--- config.mk ---
export PLATFORM = sky130hd
export DESIGN_NAME = csr_mem_arbiter
export DESIGN_NICKNAME = d
export VERILOG_FILES = /design/src/rtl/csr_mem_arbiter.sv
export SDC_FILE = /design/constraint.sdc
export NUM_CORES = 1
export LEC_CHECK = 0
export ABC_AREA = 1
export BUFFER_PORTS_ARGS = -buffer_cell sky130_fd_sc_hd__buf_2
export CORE_ASPECT_RATIO = 0.6
export CORE_UTILIZATION = 48
export DETAILED_ROUTE_END_ITERATION = 6
export GPL_TIMING_DRIVEN = 0
export HOLD_SLACK_MARGIN = 0.15
export PLACE_DENSITY = 0.91
export SYNTH_ARGS = -nofsm -noshare
export SYNTH_HDL_FRONTEND = slang
export SYNTH_SLANG_ARGS = --single-unit
--- constraint.sdc ---
create_clock -name clock -period 2.3 [get_ports clock]
set_clock_uncertainty 0.1 [all_clocks]
set_input_delay 0.23 -clock clock [delete_from_list [all_inputs] [get_ports clock]]
set_output_delay 0.23 -clock clock [all_outputs]
set_load 0.03 [all_outputs]
--- src/rtl/csr_mem_arbiter.sv ---
// Round-robin two-port arbiter/sequencer in front of the machine timer register block.
// Macros: RV64I selects 64-bit data; CSR_ARB_LOCK_EN adds req0_lock/req1_lock grant locking.
module csr_mem_arbiter #(
    parameter int unsigned BusyTimeout = 255,
`ifdef RV64I
    localparam int unsigned DataSize = 64
`else
    localparam int unsigned DataSize = 32
`endif
) (
    input  logic                clock,
    input  logic                reset,
`ifdef CSR_ARB_LOCK_EN
    input  logic                req0_lock,
    input  logic                req1_lock,
`endif
    input  logic                req0_rd_en,
    input  logic                req0_wr_en,
    input  logic [2:0]          req0_addr,
    input  logic [DataSize-1:0] req0_wr_data,
    output logic [DataSize-1:0] req0_rd_data,
    output logic                req0_ack,
    output logic                req0_err,
    input  logic                req1_rd_en,
    input  logic                req1_wr_en,
    input  logic [2:0]          req1_addr,
    input  logic [DataSize-1:0] req1_wr_data,
    output logic [DataSize-1:0] req1_rd_data,
    output logic                req1_ack,
    output logic                req1_err,
    output logic                csr_rd_en,
    output logic                csr_wr_en,
    output logic [2:0]          csr_addr,
    output logic [DataSize-1:0] csr_wr_data,
    input  logic [DataSize-1:0] csr_rd_data,
    input  logic                csr_busy
);

    typedef enum logic [1:0] {StIdle, StIssue, StWait, StDone} state_e;

    state_e              state_q, state_d;
    logic                gnt_q, gnt_d;
    logic                last_q, last_d;
    logic                wr_q, wr_d;
    logic                err_q, err_d;
    logic [2:0]          addr_q, addr_d;
    logic [DataSize-1:0] wdata_q, wdata_d;
    logic [DataSize-1:0] rdata_q, rdata_d;
    logic [15:0]         cnt_q, cnt_d;
`ifdef CSR_ARB_LOCK_EN
    logic                lock_q, lock_d;
`endif
    logic                req0, req1, pick, grant;
    logic                done0, done1;

    assign req0 = req0_rd_en | req0_wr_en;
    assign req1 = req1_rd_en | req1_wr_en;

    always_comb begin
        state_d   = state_q;
        gnt_d     = gnt_q;
        last_d    = last_q;
        wr_d      = wr_q;
        err_d     = err_q;
        addr_d    = addr_q;
        wdata_d   = wdata_q;
        rdata_d   = rdata_q;
        cnt_d     = cnt_q;
`ifdef CSR_ARB_LOCK_EN
        lock_d    = lock_q;
`endif
        pick      = 1'b0;
        grant     = 1'b0;
        csr_rd_en = 1'b0;
        csr_wr_en = 1'b0;
        unique case (state_q)
            StIdle: begin
`ifdef CSR_ARB_LOCK_EN
                // A held lock restricts service to the port that took it.
                if (lock_q) begin
                    pick  = gnt_q;
                    grant = gnt_q ? req1 : req0;
                end else
`endif
                begin
                    pick  = (req0 && req1) ? ~last_q : req1;
                    grant = req0 | req1;
                end
                if (grant) begin
                    state_d = StIssue;
                    gnt_d   = pick;
                    addr_d  = pick ? req1_addr : req0_addr;
                    wdata_d = pick ? req1_wr_data : req0_wr_data;
                    wr_d    = pick ? req1_wr_en : req0_wr_en;
                end
            end
            StIssue: begin
                csr_rd_en = ~wr_q;
                csr_wr_en = wr_q;
                cnt_d     = '0;
                state_d   = StWait;
            end
            StWait: begin
                if (!csr_busy) begin
                    rdata_d = wr_q ? '0 : csr_rd_data;
                    err_d   = 1'b0;
                    state_d = StDone;
                end else if (cnt_q == 16'(BusyTimeout - 1)) begin
                    rdata_d = '0;
                    err_d   = 1'b1;
                    state_d = StDone;
                end else begin
                    cnt_d = cnt_q + 16'd1;
                end
            end
            StDone: begin
                last_d  = gnt_q;
`ifdef CSR_ARB_LOCK_EN
                lock_d  = gnt_q ? req1_lock : req0_lock;
`endif
                state_d = StIdle;
            end
            default: state_d = StIdle;
        endcase
    end

    always_ff @(posedge clock) begin
        if (reset) begin
            state_q <= StIdle;
            gnt_q   <= 1'b0;
            last_q  <= 1'b1;
            wr_q    <= 1'b0;
            err_q   <= 1'b0;
            addr_q  <= '0;
            wdata_q <= '0;
            rdata_q <= '0;
            cnt_q   <= '0;
`ifdef CSR_ARB_LOCK_EN
            lock_q  <= 1'b0;
`endif
        end else begin
            state_q <= state_d;
            gnt_q   <= gnt_d;
            last_q  <= last_d;
            wr_q    <= wr_d;
            err_q   <= err_d;
            addr_q  <= addr_d;
            wdata_q <= wdata_d;
            rdata_q <= rdata_d;
            cnt_q   <= cnt_d;
`ifdef CSR_ARB_LOCK_EN
            lock_q  <= lock_d;
`endif
        end
    end

    assign done0 = (state_q == StDone) && !gnt_q;
    assign done1 = (state_q == StDone) && gnt_q;

    assign req0_ack     = done0;
    assign req0_err     = done0 & err_q;
    assign req0_rd_data = done0 ? rdata_q : '0;
    assign req1_ack     = done1;
    assign req1_err     = done1 & err_q;
    assign req1_rd_data = done1 ? rdata_q : '0;

    assign csr_addr    = (state_q == StIdle) ? '0 : addr_q;
    assign csr_wr_data = (state_q == StIdle) ? '0 : wdata_q;

endmodule

[Yosys cells after proc, flatten, opt, wreduce, memory -nomap -nowiden]
Index checks and enable logic that the tools add are counted.
Storage, ports and cells
  memories kept: 0
  RAM bits: 0
  ROM bits: 0
  flip-flop bits (word level): 89
  output and inout bits: 105
  latch bits: 0
  word-level logic and storage cells: 58
  input port bits: 109
Cells by class
  muxes and demuxes: 22
  equal/unequal tests: 9
  reductions and logical operators: 10
  bitwise operators: 7
  multiply operators: 0
  shift operators: 0
  $add $sub $neg: 1
  divide/modulo/power cells: 0
  $lt $le $gt $ge: 0
Operator list (count)
  2-to-1 mux 32 bit: 7
  2-to-1 mux 16 bit: 2
  one-hot mux 16 bit (2 select lines): 1
  adder 16 x 1 -> 16 bit, second input constant: 1
  == test 16 x 8 -> 1 bit, second input constant: 1
  one-hot mux 2 bit (4 select lines): 1
  2-to-1 mux 1 bit: 6
  2-to-1 mux 2 bit: 3
  2-to-1 mux 3 bit: 2
  != test 2 bit, second input constant: 3
  AND reduction 2 bit: 3
  == test 2 bit, second input constant: 2
  logical AND 1 bit: 3
  != test 3 bit, second input constant: 1
  bitwise OR 1 bit: 3
  AND reduction 3 bit: 1
  AND 1 bit: 2
  == test 2 x 1 -> 1 bit, second input constant: 1
  logical NOT 2 bit: 1
  != test 2 x 1 -> 1 bit, second input constant: 1
  inverter 1 bit: 2
  nonzero test 2 bit: 1
  logical NOT 1 bit: 1

[Longest topological paths before layout]
  depth in word-level cells: 4
  depth in mapped cells: 11
  mapped depth without buffers: 11

[Worst setup path after synthesis]
No wires, ideal clock.
  path kind: flip-flop to output port
  from: reg state_q[0]
  to: out req0_rd_data[10]
  arrival: 1.855 ns
  required time: 1.970 ns
  buffers on the path: 1
  cell stages (with the launch flop): 7
  path slack: 0.115 ns
  cell sequence: dfxtp_1 > ha_1 > inv_1 > nor2_1 > inv_1 > buf_1 > nor2_1
On the way
  word-level cells in the longest chain between the ends: 3
Ends and longest elaborated chain
  from (decl): line 41  | state_e state_q, state_d;
  from (signal assigned): line 129  | state_q <= StIdle;
  from (signal assigned): line 142  | state_q <= state_d;
  == test 2 bit: line 157  | assign done0 = (state_q == StDone) && !gnt_q;
  logical AND 1 bit: line 157
  named net req0_ack: line 22  | output logic req0_ack,
  2-to-1 mux 32 bit: line 162  | assign req0_rd_data = done0 ? rdata_q : '0;
  to (decl): line 21  | output logic [DataSize-1:0] req0_rd_data,
The timed path passes the listed nets, and every way through them passes these cells.

[Final worst setup path]
  from: reg state_q[1]
  to: out req1_rd_data[13]
On the way
  word-level cells in the longest chain between the ends: 3
Ends and longest elaborated chain
  == test 2 bit: line 158  | assign done1 = (state_q == StDone) && gnt_q;
  logical AND 1 bit: line 158
  2-to-1 mux 32 bit: line 165  | assign req1_rd_data = done1 ? rdata_q : '0;
  to (decl): line 28  | output logic [DataSize-1:0] req1_rd_data,
No other way between the ends.

==> key figures <==
Synth
  – Syn avg cell area: 6.15 sq um
  – Yosys warns: 0
  – Top-count cell post-synth: nor2_1
  – Synth area leaders: dfxtp_1 37%, nor2_1 16%, nand2_1 10%
  – Post-synthesis simple-gate area fraction: 33.9%
  – Top cell type by total area after synthesis: dfxtp_1
  – Ys async rst share: 0%
  – Net Count, Synth: between 900 and 1000
  – Post-synthesis register bit count: 89
  – Synth Area in Compound Gates: between 10 and 15%
  – Area share of the largest cell type after synthesis: 36.6%
  – Proportion of synthesized area in mux cells: 0%
  – Commonest cells post-synth: 206 x nor2_1, 131 x nand2_1, 106 x inv_1, 89 x dfxtp_1, 79 x a21oi_1
  – Post-synth cell types: 30
  – Post-synthesis xor/xnor area fraction: 0.360%
  – Synth Flop Type: dfxtp_1
  – Cells after Synth: 792
  – Adder-Cell Fraction of Synth Area: 1.80%
  – EDFF count, synth: 0
  – Mapped cell area: 4870 sq um
  – Largest family of logic cells by synthesized area: simple AND/OR/NAND/NOR gates
  – Sequential fraction of the synthesis area: 36.6%

Placement
  – DP HPWL: approximately 11000 um
  – Gp weighted congestion: 0.930
  – Port Buffers: 212
  – Setup WS pre-CTS: 244 ps

Pwr
  – Pwr Total: 6.36 mW
  – Leakage power total: 3.26 nW
  – Power Density: 898 nW/um^2
  – Peak supply drop: between 0.0007 and 0.0008 V

Cells and area
  – Reg area: between 1500 and 2000 sq um
  – FILL cells: 835
  – Inserted Diodes: 0
  – Nets: 1199
  – Multi-input combinational cell area: 2440 sq um
  – Area grow syn2layout: 45.4%
  – Share of layout cells above drive strength 1: about 25%

Setup path
  – Crit end category: output pin
  – CP max FO: 10
  – Crit start category: register
  – Worst EP arrival: 1890 ps
  – Kind of critical path: reg2out
  – Critical Path RT: 1970 ps

Floorplanning
  – Die Wd: 132 um
  – IO Pins: around 210
  – Die height: 80.0 um
  – Row cnt: 28
  – Core area: between 9000 and 10000 sq um
  – Starting Density: 49.5%
  – Die area: 10600 sq um

Global route
  – Initial antenna violation count: 1
  – Vias in the first global route: approximately 5500
  – Largest net degree at the start of global routing: 14
  – Tot GR Track Use: 32.2%
  – Grt ovf: 0
  – First-pass GRT wire length: 26800 um

Route
  – Wire length per cell: 13.9 um
  – Via Count: 6171
  – Pre-Repair DR Iteration Count: 5
  – Routed Antenna Nets: 0
  – Routed WL: 17000 um
  – DRC Markers: 0
  – Via-to-Cell Ratio: 5.05
  – Iteration-0 DRC Markers: 459

Clock tree
  – H-tree depth: 3
  – Clock Tree Root: clkbuf_16
  – CTS tree: done
  – CTS buffer count: 9
  – Clock sink count: ~90
  – Clk slew on worst S/H paths: 60 ps
  – Worst skew pair latency: 340 ps
  – Clk buf depth: 2

Timing
  – Rel. slew slack: 57.7%
  – Setup tns final: 0 ps
  – Final min period: approximately 2200 ps
  – Period utilization: 96.7%
  – PnR worst setup slack: about 76 ps
  – Max Transition Viols Final: 0
  – Worst-margin pin slew: 635 ps
  – Peak Freq: 0.450 GHz
  – Final hold violation count: 0
  – RSZ-0062 raised after global routing: no
  – Final setup viols: 0

Worst hold path
  – HP Class: in2reg

Run status
  – Status: completed

Flow run
  – Max cap viols: 0
## through the flow
stage / instances / instance area (sq um) / utilization (%) / hold slack, ps
2_1_floorplan: 792 / 4870 / - / 277
3_3_place_gp: 1139 / 6100 / 62.0 / 352
5_1_grt: 1223 / 7080 / 71.9 / 203
3_5_place_dp: 1139 / 6100 / 62.0 / 356
6_report: 1223 / 7080 / 71.9 / 186
4_1_cts: 1223 / 7060 / 71.7 / 171
## cells by family (layout without fill, tap and decap cells)
logic type / count (synthesis) / after routing
AOI/OAI and AO/OA: 131 / 131
xor gates and xnor gates: 2 / 2
adders and majority gates: 7 / 7
buffers and inverters: 155 / 451
DFF: 89 / 89
and+or+nand+nor: 408 / 408
## cell usage in the layout, fill, tap and decap left out, types with 2 or more instances in the layout
| master | count |
|---|---|
| a21oi_1 | 79 |
| a21oi_2 | 4 |
| buf_1 | 3 |
| buf_2 | 224 |
| buf_4 | 5 |
| buf_8 | 3 |
| clkbuf_1 | 19 |
| clkbuf_16 | 9 |
| clkbuf_2 | 4 |
| clkbuf_4 | 3 |
| clkbuf_8 | 2 |
| dfxtp_1 | 89 |
| dlygate4sd3_1 | 68 |
| ha_1 | 6 |
| inv_1 | 105 |
| inv_2 | 3 |
| nand2_1 | 130 |
| nand2_2 | 2 |
| nand3_1 | 63 |
| nor2_1 | 205 |
| o21ai_0 | 42 |
| o21ai_1 | 3 |
## worst max-delay path: stages (launching register included)
cell      delay [ps]
dfxtp_1          390
ha_2             230
nand2_2          190
clkbuf_2         290
nor2_1           210
buf_2            230
## worst paths after layout
kind	depth (start not counted)	slack [ps]	from	endpoint
min	5	190	req0_wr_data[17]	wdata_q[17]
min reg2reg	2	370	wdata_q[24]	wdata_q[24]
max	5	80	state_q[1]	req1_rd_data[13]
max reg2reg	8	210	state_q[0]	rdata_q[28]
## layer usage
layer	vias to the layer above	track usage [%]	routed length [um]
li1	3027	-	-
met1	2813	41.1	7550
met2	304	54.3	7810
met3	27	7.11	1370
met4	0	10.2	281
met5	-	0	0
## registers in the layout, indices dropped and copies added (netlist names)
register,count
wdata_q,32
wr_q,1
err_q,1
gnt_q,1
cnt_q,16
addr_q,3
state_q,2
last_q,1
rdata_q,32
## repair_timing
item,in CTS,in global routing
setup buffers,0,0
endpoints found under the hold margin,67,0
resized for setup,4,12
endpoints found under the setup margin,32,63
hold buffers,68,0
## where the power goes
part | internal, mW | switching, mW | total (mW)
clock | 0.791 | 0.596 | 1.39
sequential | 1.86 | 0.201 | 2.06
combinational | 0.953 | 1.96 | 2.91
total | 3.60 | 2.76 | 6.36
## layout make-up
type,instances,area share (%)
plain buffers,47,3.68
clock buffers,14,3.73
clock inverters,2,0.177
inverters,108,5.73
multi-input cells,548,34.4
flip-flops and latches,89,25.2
well taps,135,2.39
repair buffers,280,24.7
Power figures use the tool's default switching activity.
